File: src/rtl/alu_pipe_if.sv
// Operand/result handshake bundle for the two-stage pipelined ALU.
// slave = the ALU itself, master = whoever issues ops and consumes results.
interface alu_pipe_if #(
   parameter int WIDTH = 16
);
   logic             in_valid;
   logic             in_ready;
   logic [WIDTH-1:0] in_a;
   logic [WIDTH-1:0] in_b;
   logic [3:0]       select;
   logic             mode;
   logic             carry_in;
   logic             cin_sel;
   logic             flag_we;
   logic             clear_flags;
   logic             out_valid;
   logic             out_ready;
   logic [WIDTH-1:0] alu_out;
   logic             carry_out;
   logic             overflow;
   logic             zero;
   logic             negative;
   logic             equal;
   logic             illegal;
   logic [3:0]       flags;

   modport slave (
      input  in_valid, in_a, in_b, select, mode, carry_in, cin_sel, flag_we,
             clear_flags, out_ready,
      output in_ready, out_valid, alu_out, carry_out, overflow, zero,
             negative, equal, illegal, flags
   );

   modport master (
      output in_valid, in_a, in_b, select, mode, carry_in, cin_sel, flag_we,
             clear_flags, out_ready,
      input  in_ready, out_valid, alu_out, carry_out, overflow, zero,
             negative, equal, illegal, flags
   );
endinterface

File: src/rtl/alu_pipe.sv
// Two-stage pipelined ALU: S1 registers the accepted op, S2 computes and
// registers the result together with per-result flags. A persistent
// {C,Z,N,V} register can feed its carry back for multi-word arithmetic.
module alu_pipe #(
   parameter int WIDTH = 16
) (
   input  logic      clk,
   input  logic      rst,
   alu_pipe_if.slave bus
);

   // Two-input logic function selected by s, evaluated for one bit.
   function automatic logic logic_bit(input logic [3:0] s, input logic a, input logic b);
      case (s)
         4'h0: logic_bit = ~a;
         4'h1: logic_bit = ~(a | b);
         4'h2: logic_bit = ~a & b;
         4'h3: logic_bit = 1'b0;
         4'h4: logic_bit = ~(a & b);
         4'h5: logic_bit = ~b;
         4'h6: logic_bit = a ^ b;
         4'h7: logic_bit = a & ~b;
         4'h8: logic_bit = ~a | b;
         4'h9: logic_bit = ~(a ^ b);
         4'hA: logic_bit = b;
         4'hB: logic_bit = a & b;
         4'hC: logic_bit = 1'b1;
         4'hD: logic_bit = a | ~b;
         4'hE: logic_bit = a | b;
         default: logic_bit = a;
      endcase
   endfunction

   // Stage 1 registers
   logic             s1_v_reg;
   logic [WIDTH-1:0] s1_a_reg;
   logic [WIDTH-1:0] s1_b_reg;
   logic [3:0]       s1_sel_reg;
   logic             s1_mode_reg;
   logic             s1_cin_reg;
   logic             s1_csel_reg;
   logic             s1_fwe_reg;

   // Stage 2 (output) registers
   logic             s2_v_reg;
   logic [WIDTH-1:0] out_reg;
   logic             c_reg, v_reg, z_reg, n_reg, eq_reg, ill_reg;
   logic [3:0]       flags_reg;

   logic adv2, in_ready_w, accept;

   assign adv2       = !s2_v_reg | bus.out_ready;
   assign in_ready_w = !s1_v_reg | adv2;
   assign accept     = bus.in_valid & in_ready_w;

   // Bitwise logic unit
   logic [WIDTH-1:0] logic_res;
   generate
      for (genvar gi = 0; gi < WIDTH; gi++) begin : g_logic
         assign logic_res[gi] = logic_bit(s1_sel_reg, s1_a_reg[gi], s1_b_reg[gi]);
      end
   endgenerate

   // Adder operand selection; carry may come from the persistent C flag
   logic [WIDTH-1:0] add_x, add_y;
   logic             add_c, chain_c;
   logic [WIDTH:0]   sum;

   assign chain_c = s1_csel_reg ? flags_reg[3] : s1_cin_reg;

   // Map arithmetic select onto the operands fed to a single adder
   always_comb begin
      add_x = s1_a_reg;
      add_y = '0;
      add_c = 1'b0;
      case (s1_sel_reg[2:0])
         3'd0: begin add_y = s1_b_reg;  add_c = chain_c; end
         3'd1: begin add_y = ~s1_b_reg; add_c = chain_c; end
         3'd2: begin add_c = 1'b1; end
         3'd3: begin add_y = '1; end
         3'd4: begin add_y = s1_a_reg;  add_c = chain_c; end
         3'd5: begin add_x = ~s1_a_reg; add_c = 1'b1; end
         3'd6: begin end
         default: begin add_y = ~s1_b_reg; add_c = 1'b1; end
      endcase
   end

   assign sum = {1'b0, add_x} + {1'b0, add_y} + {{WIDTH{1'b0}}, add_c};

   // Result mux and per-result flags
   logic [WIDTH-1:0] res_next;
   logic             c_next, v_next, z_next, n_next, eq_next, ill_next;
   logic [3:0]       flags_next;

   // Pick logic or arithmetic result and form the flag-register update value
   always_comb begin
      res_next = '0;
      c_next   = 1'b0;
      v_next   = 1'b0;
      ill_next = 1'b0;
      if (s1_mode_reg) begin
         res_next = logic_res;
      end else if (s1_sel_reg[3]) begin
         ill_next = 1'b1;
      end else begin
         res_next = sum[WIDTH-1:0];
         c_next   = sum[WIDTH];
         v_next   = (add_x[WIDTH-1] == add_y[WIDTH-1]) &&
                    (sum[WIDTH-1] != add_x[WIDTH-1]);
      end
      z_next  = (res_next == '0);
      n_next  = res_next[WIDTH-1];
      eq_next = (s1_a_reg == s1_b_reg);
      // Logic ops keep the stored carry and clear V
      if (s1_mode_reg) flags_next = {flags_reg[3], z_next, n_next, 1'b0};
      else             flags_next = {c_next, z_next, n_next, v_next};
   end

   // Stage 1: capture accepted op, hold while S2 is stalled
   always_ff @(posedge clk) begin
      if (rst) begin
         s1_v_reg    <= 1'b0;
         s1_a_reg    <= '0;
         s1_b_reg    <= '0;
         s1_sel_reg  <= '0;
         s1_mode_reg <= 1'b0;
         s1_cin_reg  <= 1'b0;
         s1_csel_reg <= 1'b0;
         s1_fwe_reg  <= 1'b0;
      end else begin
         s1_v_reg <= accept | (s1_v_reg & !adv2);
         if (accept) begin
            s1_a_reg    <= bus.in_a;
            s1_b_reg    <= bus.in_b;
            s1_sel_reg  <= bus.select;
            s1_mode_reg <= bus.mode;
            s1_cin_reg  <= bus.carry_in;
            s1_csel_reg <= bus.cin_sel;
            s1_fwe_reg  <= bus.flag_we;
         end
      end
   end

   // Stage 2: register result; outputs only change when the stage advances
   always_ff @(posedge clk) begin
      if (rst) begin
         s2_v_reg <= 1'b0;
         out_reg  <= '0;
         c_reg    <= 1'b0;
         v_reg    <= 1'b0;
         z_reg    <= 1'b0;
         n_reg    <= 1'b0;
         eq_reg   <= 1'b0;
         ill_reg  <= 1'b0;
      end else if (adv2) begin
         s2_v_reg <= s1_v_reg;
         if (s1_v_reg) begin
            out_reg <= res_next;
            c_reg   <= c_next;
            v_reg   <= v_next;
            z_reg   <= z_next;
            n_reg   <= n_next;
            eq_reg  <= eq_next;
            ill_reg <= ill_next;
         end
      end
   end

   // Persistent flags: clear has priority over an op's write-back
   always_ff @(posedge clk) begin
      if (rst || bus.clear_flags)
         flags_reg <= '0;
      else if (s1_v_reg && adv2 && s1_fwe_reg && !ill_next)
         flags_reg <= flags_next;
   end

   assign bus.in_ready  = in_ready_w;
   assign bus.out_valid = s2_v_reg;
   assign bus.alu_out   = out_reg;
   assign bus.carry_out = c_reg;
   assign bus.overflow  = v_reg;
   assign bus.zero      = z_reg;
   assign bus.negative  = n_reg;
   assign bus.equal     = eq_reg;
   assign bus.illegal   = ill_reg;
   assign bus.flags     = flags_reg;

endmodule

File: src/flat_wrapper.sv
// flat-port wrapper written by rule: the top's interface ports become plain ports
module alu_pipe_flat 
#(
   parameter int WIDTH = 16
)
  (clk, rst, bus_in_valid, bus_in_a, bus_in_b, bus_select, bus_mode, bus_carry_in, bus_cin_sel, bus_flag_we, bus_clear_flags, bus_out_ready, bus_in_ready, bus_out_valid, bus_alu_out, bus_carry_out, bus_overflow, bus_zero, bus_negative, bus_equal, bus_illegal, bus_flags);
  alu_pipe_if #(.WIDTH(WIDTH)) bus_i ();
  input  logic clk;
  input  logic rst;
  input wire logic [$bits(bus_i.in_valid)-1:0] bus_in_valid;
  input wire logic [$bits(bus_i.in_a)-1:0] bus_in_a;
  input wire logic [$bits(bus_i.in_b)-1:0] bus_in_b;
  input wire logic [$bits(bus_i.select)-1:0] bus_select;
  input wire logic [$bits(bus_i.mode)-1:0] bus_mode;
  input wire logic [$bits(bus_i.carry_in)-1:0] bus_carry_in;
  input wire logic [$bits(bus_i.cin_sel)-1:0] bus_cin_sel;
  input wire logic [$bits(bus_i.flag_we)-1:0] bus_flag_we;
  input wire logic [$bits(bus_i.clear_flags)-1:0] bus_clear_flags;
  input wire logic [$bits(bus_i.out_ready)-1:0] bus_out_ready;
  output wire logic [$bits(bus_i.in_ready)-1:0] bus_in_ready;
  output wire logic [$bits(bus_i.out_valid)-1:0] bus_out_valid;
  output wire logic [$bits(bus_i.alu_out)-1:0] bus_alu_out;
  output wire logic [$bits(bus_i.carry_out)-1:0] bus_carry_out;
  output wire logic [$bits(bus_i.overflow)-1:0] bus_overflow;
  output wire logic [$bits(bus_i.zero)-1:0] bus_zero;
  output wire logic [$bits(bus_i.negative)-1:0] bus_negative;
  output wire logic [$bits(bus_i.equal)-1:0] bus_equal;
  output wire logic [$bits(bus_i.illegal)-1:0] bus_illegal;
  output wire logic [$bits(bus_i.flags)-1:0] bus_flags;
  assign bus_i.in_valid = bus_in_valid;
  assign bus_i.in_a = bus_in_a;
  assign bus_i.in_b = bus_in_b;
  assign bus_i.select = bus_select;
  assign bus_i.mode = bus_mode;
  assign bus_i.carry_in = bus_carry_in;
  assign bus_i.cin_sel = bus_cin_sel;
  assign bus_i.flag_we = bus_flag_we;
  assign bus_i.clear_flags = bus_clear_flags;
  assign bus_i.out_ready = bus_out_ready;
  assign bus_in_ready = bus_i.in_ready;
  assign bus_out_valid = bus_i.out_valid;
  assign bus_alu_out = bus_i.alu_out;
  assign bus_carry_out = bus_i.carry_out;
  assign bus_overflow = bus_i.overflow;
  assign bus_zero = bus_i.zero;
  assign bus_negative = bus_i.negative;
  assign bus_equal = bus_i.equal;
  assign bus_illegal = bus_i.illegal;
  assign bus_flags = bus_i.flags;
  alu_pipe #(.WIDTH(WIDTH)) u_core (.clk(clk), .rst(rst), .bus(bus_i));
endmodule
File: config.mk
export PLATFORM = sky130hd
export DESIGN_NAME = alu_pipe_flat
export DESIGN_NICKNAME = d
export VERILOG_FILES = /design/src/rtl/alu_pipe_if.sv /design/src/rtl/alu_pipe.sv /design/src/flat_wrapper.sv
export SDC_FILE = /design/constraint.sdc
export NUM_CORES = 1
export LEC_CHECK = 0
export BUFFER_PORTS_ARGS = -buffer_cell sky130_fd_sc_hd__buf_2
export CORE_UTILIZATION = 55
export DETAILED_ROUTE_END_ITERATION = 12
export HOLD_SLACK_MARGIN = 0.08
export MAX_ROUTING_LAYER = met4
export PLACE_DENSITY_LB_ADDON = 0.05
export SETUP_SLACK_MARGIN = 0.5
export SYNTH_ARGS = -nofsm -noshare
export SYNTH_HDL_FRONTEND = slang
export SYNTH_SLANG_ARGS = --single-unit
File: constraint.sdc
create_clock -name clk -period 10.25 [get_ports clk]
set_clock_uncertainty 0.15 [all_clocks]
set_input_delay 2.5625 -clock clk [delete_from_list [all_inputs] [get_ports clk]]
set_output_delay 2.5625 -clock clk [all_outputs]
set_load 0.05 [all_outputs]
==> impl_results.md, run 1 <==
* Post-synthesis cell type count at 77
* R2R depth at 15
* Core area at 12700 um^2
* Worst Hold Slack at 0.307 ns
* CP max stage cell: nor2b_1
* Row cnt at 41
* Actual slew at the worst max-slew pin at 1.06 ns
* Most frequent cells in the layout: nand2_1 (143), a21oi_1 (102), ha_1 (79)
* Die width at 116 um
* Boundary pin count at 73
* Setup ws final at 4.26 ns
* Ys flop type: dfxtp_1
* Storage cell area at 1350 um^2
* CP cell instances: buf_2 -> nor2b_1 -> nand2_1 -> buf_2
* #FFs+latches synth at 67
* First-pass GRT wire length at 37100 um
* Synth Instances at 986
* Initial Utilization at 56.7%
* Busiest grt layer: met1
* Antenna violations before repair at 0
* Wire per inst at 20.4 um
* Clk slew on worst S/H paths at 0.06 ns
* Most common cell after layout, fill and taps aside: nand2_1
* Peak supply drop at 101 uV
* Slew HR at 28.7%
* Static Leak at 3.13 nW
* Most used cell, CP: buf_2
* Detailed Routing Iterations Pass 1 at 5
* Syn. warnings at 0
* DR vias/cell at 6.48
* Drt drc at 0
* Clk root buf: clkbuf_16
* Final min period at 5.99 ns
* Filler Cell Count at 1252
* Crit share post-route at 58.4%
* Avg Cell Area, Syn at 7.28 um^2
* CTS resizes at 0
* Number of synthesized flops with an enable pin at 0
* Complex-gate fraction of the synthesized area at 29.7%
* Layout cells sized above 1 at 12.8%
* Worst hold path cell count at 2
* H-tree levels at 3
* Post-CTS Setup Inserts at 0
* Power density cells at 124 nW/um^2
* Die footprint at 13500 um^2
* Ys async rst share at 0%
* Area growth, synth to finish at 8.08%
* Hold buffer count at CTS at 0
* Area occupied by multi-input gates at 5240 um^2
* Synth Area in XOR/XNOR at 2.93%
* GRT Resource Usage Total at 37.5%
* Worst min path class: reg2reg
* TritonCTS clock tree: done
* Slew Viols, Final at 0
* Data arrival, critical path at 3.27 ns
* 1st-iter DRT viols at 866
* Mapped cell area at 7180 um^2
* Crit end category: primary output
* Met2 Usage GRT at 51.1%
* CTS Buf Count at 9
* Peak Freq at 167 MHz
* Total Power at 961 uW
* Antenna Cells at 0
* Met1 Use GR at 52.0%
* RSZ-0062 raised after global routing: no
* Global route overflow at 0
* Setup_tns at 0 ns
* Mux cell area share after synthesis at 4.36%
* Setup Crit Path Kind: in2out
* Final HPWL DP at 16900 um
* Dpl ws at 4.26 ns
* Area share of fa/ha/maj cells after synthesis at 14.3%
* Via count at 7647
* Seq/Total Area, Yosys at 18.7%
* Largest net degree at the start of global routing at 77
* Overall die height at 116 um
* Syn Nets at 1112
* Startpoint Class: primary input
* Max FO, Critical Path at 5
* Met3 GRT Util at 7.11%
* IO buf count at 72
* Synth Area in Simple Gates at 21.7%
* CP required at 7.54 ns
* Largest family of logic cells by synthesized area: compound AO/OA/AOI/OAI gates
* Drt total wl at 24100 um
* Clk_lat worst skew at 0.35 ns
* Maxcap violations at 0
* Final Hold Viols at 0
* Maximum clock path buffer count at 2
* Final setup viols at 0
* Post-DRT Antenna Nets at 0
* Critical Path Max Stage Delay at 0.26 ns
* Status: finished, final reports clean
* Final-stage net count at 1130
* Final core occ at 61.3%
* Vias in the first global route at 6709
* CTS Sinks at 67
* Final Wtd Congestion at 1.02
## routing by layer
| metal | up-vias | part of all wire (%) |
|---|---|---|
| li1 | 3598 | - |
| met1 | 3523 | 44 |
| met2 | 431 | 41 |
| met3 | 95 | 10 |
| met4 | 0 | 4.9 |
| met5 | - | 0 |
## cells in the mapped netlist (all sizes together), types with 3 or more instances
master	n	share of area, %
a2111oi	4	0.57
a211oi	18	2.0
a21boi	3	0.31
a21o	4	0.42
a21oi	105	7.5
a221o	4	0.56
a221oi	5	0.70
a22oi	6	0.63
a311oi	3	0.37
a31oi	18	1.6
a32oi	9	1.1
and2	4	0.35
and3	5	0.44
and3b	3	0.37
buf	38	3.8
clkbuf	39	2.0
dfxtp	67	19
ha	79	14
inv	49	2.6
mux2i	29	4.0
nand2	144	7.6
nand2b	20	1.7
nand3	18	1.3
nand4	7	0.82
nor2	61	3.2
nor2b	19	1.8
nor3	15	1.0
nor3b	3	0.31
nor4	10	0.87
o211ai	4	0.42
o21a	5	0.52
o21ai	69	4.8
o21bai	3	0.31
o221ai	5	0.61
o22ai	28	2.4
o2bb2ai	6	0.73
o31ai	6	0.89
o32a	5	0.70
o32ai	3	0.37
or2	6	0.52
or3	5	0.44
xnor2	19	2.3
xor2	5	0.61
## through the flow
step                      cells  cell area, um^2
after floorplan             986             7180
after global placement     1165             7440
after detailed placement   1165             7440
after CTS                  1181             7760
after global routing       1181             7760
final                      1181             7760
## power breakdown
group / switching [mW] / internal, mW
registers: 0.0283 / 0.275
logic: 0.203 / 0.114
clock network: 0.125 / 0.215
total: 0.357 / 0.604
## critical path: cells and delay by family
kind | cells | cell delay (ns)
simple gates | 2 | 0.39
buf+inv | 2 | 0.32
## worst paths after layout
path | startpoint | end | slack, ns
max | bus_out_ready | bus_in_ready | 4.26
min | u_core.bus.alu_out[8] | u_core.bus.alu_out[8] | 0.31
max reg2reg | u_core.s1_sel_reg[2] | u_core.bus.zero | 5.21
min reg2reg | u_core.bus.alu_out[8] | u_core.bus.alu_out[8] | 0.31
## cell type report
cell class                      count  share of cell area [%]
Multi-Input combinational cell    793                    67.5
Inverter                           49                    2.37
Sequential cell                    67                    17.4
Timing Repair Buffer               84                    5.80
Tap cell                          172                    2.77
Clock buffer                        9                    2.90
Clock inverter                      7                    1.27
## logic make-up after synthesis
group                      Yosys count
DFF                                 67
xor gates and xnor gates            24
and+or+nand+nor                    328
AOI/OAI and AO/OA                  329
adders and majority gates           81
muxes                               31
buffers and inverters              126
Power figures use the tool's default switching activity.
==> run 2: changes to the inputs <==
==> constraint.sdc (replaced) <==
create_clock -name clk -period 5.43 [get_ports clk]
set_clock_uncertainty 0.15 [all_clocks]
set_input_delay 1.3575 -clock clk [delete_from_list [all_inputs] [get_ports clk]]
set_output_delay 1.3575 -clock clk [all_outputs]
set_load 0.05 [all_outputs]
==> run 2 against run 1 <==
  * Worst hold slack lost 0.0021 ns
  * Utilization is essentially flat
  * Combinational power grew 90%
  * Sequential share of layout area is essentially flat
  * Final cell count grew 0.68%
  * Critical path type is now reg2reg
  * Critical endpoint is now u_core.bus.zero
  * Via count grew 0.94%
  * Die area is the same
  * Critical path depth grew 11
  * Routed wire length grew 2.7%
  * Power grew 81%
  * Cell area is essentially flat
==> impl_results.md, run 2 (synthesis results as in run 1) <==
* CTS Buf Count at 9
* Most frequent cells in the layout: nand2_1 (143), a21oi_1 (102), ha_1 (79)
* Hold wc startpoint: u_core.bus.overflow
* Data arrival, critical path at 4.54 ns
* Layout cells sized above 1 at 13.3%
* Flop2flop setup slack at 0.98 ns
* Crit end category: flip-flop
* CP cell instances: buf_4 -> nand2b_1 -> o221ai_1 -> fa_1 -> inv_1 -> fa_1 -> nor2b_4 -> o31ai_4 -> a21oi_2 -> a211oi_2 -> xnor2_1 -> a2111oi_2 -> nand4_1 -> or3_1 -> o41ai_2
* CTS resizes at 0
* Final Wtd Congestion at 1.07
* R2R depth at 15
* Worst hold path cell count at 2
* Final Hold Viols at 0
* Via count at 7719
* Crit share post-route at 81.9%
* Vias in the first global route at 6782
* R2r startpoint: u_core.s1_sel_reg[2]
* CP required at 5.53 ns
* Row cnt at 41
* Worst min path class: reg2reg
* DR vias/cell at 6.49
* Clk root buf: clkbuf_16
* Core area at 12700 um^2
* TritonCTS clock tree: done
* Hold buffer count at CTS at 0
* Area growth, synth to finish at 8.12%
* Clk_lat worst skew at 0.35 ns
* Detail Route met3 WL at 2910 um
* Top routing layer in use: met4
* Static Leak at 3.13 nW
* Status: finished, final reports clean
* DR WL met2 at 9760 um
* Critical Path Max Stage Delay at 0.64 ns
* Global route overflow at 0
* Antenna violations before repair at 2
* Largest net degree at the start of global routing at 56
* Slew Viols, Final at 0
* CTS Sinks at 67
* Final HPWL DP at 18200 um
* Worst Hold End: u_core.bus.overflow
* Initial Utilization at 56.7%
* Peak supply drop at 276 uV
* Final-stage net count at 1136
* Die width at 116 um
* Slew HR at 26.4%
* Wire per inst at 20.8 um
* Post-Layout Inst Area at 7760 um^2
* Peak Freq at 225 MHz
* Drt drc at 0
* Drt total wl at 24700 um
* Setup Crit Path Kind: reg2reg
* GRT Resource Usage Total at 38.7%
* Met1 WL at 10600 um
* Maxcap violations at 0
* Maximum clock path buffer count at 2
* Overall die height at 116 um
* H-tree levels at 3
* Final setup viols at 0
* Post-DRT Antenna Nets at 0
* Filler Cell Count at 1237
* CP max stage cell: dfxtp_4
* Detailed Routing Iterations Pass 1 at 6
* RSZ-0062 raised after global routing: no
* IO buf count at 72
* Startpoint Class: flip-flop
* Actual slew at the worst max-slew pin at 1.10 ns
* Boundary pin count at 73
* Setup_tns at 0 ns
* Most used cell, CP: fa_1
* Post-CTS Setup Inserts at 0
* Die footprint at 13500 um^2
* Final min period at 4.45 ns
* 1st-iter DRT viols at 921
* Reg2reg end: u_core.bus.zero
* Power density cells at 224 nW/um^2
* Placed Instance Area at 7480 um^2
* Most common cell after layout, fill and taps aside: nand2_1
* Max FO, Critical Path at 36
* Clk slew on worst S/H paths at 0.07 ns
* First-pass GRT wire length at 37900 um
run 2: cell types whose count changed in the layout (fill, tap and decap cells not counted):
cell / delta
inv_6: -1
clkinv_4: +1
clkinv_2: +1
bufinv_16: -2
clkinvlp_4: +1
buf_4: +6
diode_2: +2
run 2: metal layers:
metal	vias up	GRT usage, %
li1	3599	-
met1	3535	52.4
met2	484	50.7
met3	101	9.91
met4	0	23.4
met5	-	-
run 2: power breakdown:
part           total, mW  leakage (nW)  switching (mW)  internal, mW
clock network      0.557         0.132           0.246         0.311
logic              0.603          2.45           0.384         0.218
registers          0.576         0.552          0.0570         0.519
run 2: metrics by stage:
step	setup slack [ns]	hold slack, ns	utilization (%)	power [mW]	instances
2_1_floorplan	0.946	0.286	-	1.01	986
3_3_place_gp	1.19	0.295	59.1	1.17	1171
3_5_place_dp	1.10	0.302	59.1	1.17	1171
4_1_cts	1.05	0.311	61.2	1.72	1187
5_1_grt	0.720	0.331	61.3	1.81	1189
6_report	0.984	0.305	61.3	1.74	1189
run 2: area by class of cell:
| class | instances | area [um^2] | area share (%) |
|---|---|---|---|
| Antenna cell | 2 | 5.00 | 0.0645 |
| Clock buffer | 9 | 225 | 2.90 |
| Clock inverter | 7 | 51.3 | 0.661 |
| Inverter | 49 | 184 | 2.37 |
| Multi-Input combinational cell | 793 | 5240 | 67.5 |
| Sequential cell | 67 | 1350 | 17.4 |
| Tap cell | 172 | 215 | 2.77 |
| Timing Repair Buffer | 90 | 495 | 6.38 |
run 2: worst max-delay path, delay by kind of cell (launching register included):
family                   cells  cell delay (ns)
AND/OR/NAND/NOR              4             0.83
buffers and inverters        2             0.44
adder cells (fa/ha/maj)      2             0.67
AO/OA/AOI/OAI                6             1.44
flip-flops                   1             0.64
XOR/XNOR                     1             0.14
run 2: worst max-delay path by stage:
stage	to	depth (start not counted)	slack (ns)	startpoint
after floorplan	u_core.bus.zero	18	0.95	u_core.s1_sel_reg[2]
after global placement	u_core.bus.zero	15	1.19	u_core.s1_sel_reg[2]
after detailed placement	u_core.bus.zero	15	1.10	u_core.s1_sel_reg[2]
after CTS	u_core.bus.zero	15	1.05	u_core.s1_sel_reg[2]
after global routing	u_core.bus.zero	15	0.72	u_core.s1_sel_reg[2]
final	u_core.bus.zero	15	0.98	u_core.s1_sel_reg[2]
==> run 3: changes to the inputs <==
--- a/config.mk
+++ b/config.mk
@@ -5,6 +5,7 @@
 export SDC_FILE = /design/constraint.sdc
 export NUM_CORES = 1
 export LEC_CHECK = 0
+export ABC_AREA = 1
 export BUFFER_PORTS_ARGS = -buffer_cell sky130_fd_sc_hd__buf_2
 export CORE_UTILIZATION = 55
 export DETAILED_ROUTE_END_ITERATION = 12
==> constraint.sdc (replaced) <==
create_clock -name clk -period 4.3 [get_ports clk]
set_clock_uncertainty 0.15 [all_clocks]
set_input_delay 1.075 -clock clk [delete_from_list [all_inputs] [get_ports clk]]
set_output_delay 1.075 -clock clk [all_outputs]
set_load 0.05 [all_outputs]
==> run 3 against run 2 <==
  * Die area is 0.50% higher
  * Sequential share of layout area fell by 0.60 points
  * Via count rose by 3.8%
  * First-iteration DRC count is 10% lower
  * Critical path type unchanged
  * Sequential power up 22%
  * Setup slack worse by 0.21 ns
  * Global-route usage down 3.4 points
  * Area after synthesis increased by 0.51%
==> impl_results.md, run 3 <==
* Initial Utilization at 56.7%
* Clk root buf: clkbuf_16
* Most used cell, CP: nand3_1
* Post-synthesis cell type count at 35
* Clk slew on worst S/H paths at 0.07 ns
* First-pass GRT wire length at 35000 um
* Hold wc startpoint: u_core.bus.equal
* Overall die height at 117 um
* Detailed Routing Iterations Pass 1 at 6
* R2r startpoint: u_core.s1_sel_reg[1]
* CTS Buf Count at 9
* Layout cells sized above 1 at 10.7%
* Ys flop type: dfxtp_1
* CTS Sinks at 67
* Final non-filler cell total at 1480
* CP required at 4.43 ns
* TritonCTS clock tree: done
* Ys async rst share at 0%
* Final HPWL DP at 16600 um
* Drt drc at 0
* Antenna Cells at 0
* Mapped cell area at 7220 um^2
* Vias in the first global route at 6691
* Die footprint at 13600 um^2
* Global route overflow at 0
* Peak supply drop at 215 uV
* Setup Crit Path Kind: reg2reg
* Power density cells at 299 nW/um^2
* Final-stage net count at 1429
* Worst hold path cell count at 2
* Syn Nets at 1376
* R2R depth at 22
* Maxcap violations at 0
* Max FO, Critical Path at 10
* Post-DRT Antenna Nets at 0
* Reg2reg end: u_core.bus.zero
* Clk_lat worst skew at 0.36 ns
* Setup_tns at 0 ns
* Synth Instances at 1250
* Synth top area share at 19.3%
* 1st-iter DRT viols at 827
* Seq/Total Area, Yosys at 18.6%
* Drt total wl at 22900 um
* Wire per inst at 15.5 um
* Boundary pin count at 73
* Most common cell in the netlist: nand2_1
* Avg Cell Area, Syn at 5.77 um^2
* Crit end category: flip-flop
* GRT Resource Usage Total at 35.3%
* Slew Viols, Final at 0
* Maximum clock path buffer count at 2
* Flop2flop setup slack at 0.77 ns
* Final Wtd Congestion at 0.995
* Syn. warnings at 0
* Static Leak at 4.53 nW
* Startpoint Class: flip-flop
* CP max stage cell: fa_1
* Die width at 117 um
* Slew HR at 22.9%
* H-tree levels at 3
* #FFs+latches synth at 67
* Area growth, synth to finish at 11.1%
* Placed Cells at 1463
* Core area at 12700 um^2
* CP cell instances: inv_2 -> nand2_2 -> nor2_1 -> inv_2 -> o22ai_1 -> o22ai_1 -> inv_1 -> fa_1 -> inv_1 -> fa_1 -> inv_1 -> nand3_1 -> nand3_1 -> nand3_1 -> nand4_1 -> nand3_1 -> nand2_1 -> nor2_1 -> nand2_1 -> nor2_1 -> nand2_1 -> a21oi_1
* IO buf count at 72
* Antenna violations before repair at 0
* Total Power at 2.40 mW
* Leading area contributor after synthesis: nand2_1
* Status: finished, final reports clean
* Final setup viols at 0
* RSZ-0062 raised after global routing: no
* Top cells by count, synth: nand2_1 (371), inv_1 (202), nor2_1 (122), o21ai_0 (89), nand3_1 (82)
* Via count at 8014
* Most common cell after layout, fill and taps aside: nand2_1
* Worst min path class: reg2reg
* Final Hold Viols at 0
* Row cnt at 41
* Peak Freq at 283 MHz
* Data arrival, critical path at 3.66 ns
* Crit share post-route at 82.1%
* Number of synthesized flops with an enable pin at 0
* Final min period at 3.53 ns
* Critical Path Max Stage Delay at 0.50 ns
* Worst Hold Slack at 0.314 ns
* DR vias/cell at 5.41
* Actual slew at the worst max-slew pin at 1.16 ns
* Top post-synthesis cells by area: nand2_1 (19%), dfxtp_1 (19%), ha_1 (14%), inv_1 (11%), nor2_1 (6.3%)
* Most frequent cells in the layout: nand2_1 (369), inv_1 (197), nor2_1 (119)
* Worst Hold End: u_core.bus.equal
* Largest net degree at the start of global routing at 40
run 3: cell types whose count changed in the layout (fill, tap and decap cells not counted), sizes merged, moves of 18 or more:
cell    before  now
nand2b      20    0
inv         51  207
nor2        61  131
nand2      144  377
nand3       18   83
a31oi       18    0
xnor2       19    0
mux2i       29    0
nor2b       19    0
o21ai       69  101
a21oi      105   71
run 3: how the worst max path moves through the flow:
stage                               from             endpoint  slack, ns  cells after the start
finish              u_core.s1_sel_reg[1]      u_core.bus.zero       0.77                     22
global route        u_core.s1_sel_reg[1]      u_core.bus.zero       0.49                     22
CTS                 u_core.s1_sel_reg[2]  u_core.bus.flags[2]       0.51                     22
detailed placement  u_core.s1_sel_reg[2]  u_core.bus.flags[2]       0.53                     22
global placement    u_core.s1_sel_reg[2]      u_core.bus.zero       0.57                     22
floorplan           u_core.s1_sel_reg[0]  u_core.bus.flags[2]       1.26                     21
run 3: critical path, delay by kind of cell, from the launching register on:
kind	cells	cell delay, ns
AND/OR/NAND/NOR	12	1.33
buffers and inverters	5	0.51
AO/OA/AOI/OAI	3	0.35
flip-flops	1	0.45
adder cells (fa/ha/maj)	2	0.65
run 3: routing by layer:
metal | part of all wire [%] | GRT usage (%)
met4 | 4.7 | 18.3
met2 | 43 | 52.1
met5 | 0 | -
met1 | 43 | 45.3
met3 | 8.7 | 7.27
run 3: power by group:
group	internal, mW	switching [mW]
clock network	0.452	0.326
registers	0.666	0.0385
logic	0.293	0.627
run 3: area by class of cell:
cell class / count / area (um^2)
clock buffer: 9 / 225
sequential: 67 / 1350
tap: 172 / 215
inverter: 206 / 773
multi-input combinational: 931 / 4910
fill: 1306 / 4700
clock inverter: 7 / 75.1
timing repair buffer: 88 / 480
run 3: metrics by stage:
stage                     worst slack (ns)  util (%)  instance area (um^2)
after global routing                 0.486      63.1                  8020
after detailed placement             0.532      60.5                  7700
final                                0.769      63.1                  8020
after CTS                            0.509      62.9                  8000
after global placement               0.570      60.5                  7700
after floorplan                       1.26         -                  7220
run 3: logic make-up after synthesis:
family	Yosys count	synth area share (%)
flops	67	18.6
fa+ha+maj	81	14.2
buf+inv	252	13.8
xor+xnor	17	2.06
simple gates	624	36.0
compound gates	209	15.3
run 3: repair_timing:
action                                  CTS  global route
hold buffers                              0             0
resized for setup                         0            12
endpoints found under the setup margin    0             5
buffers inserted                          0             1
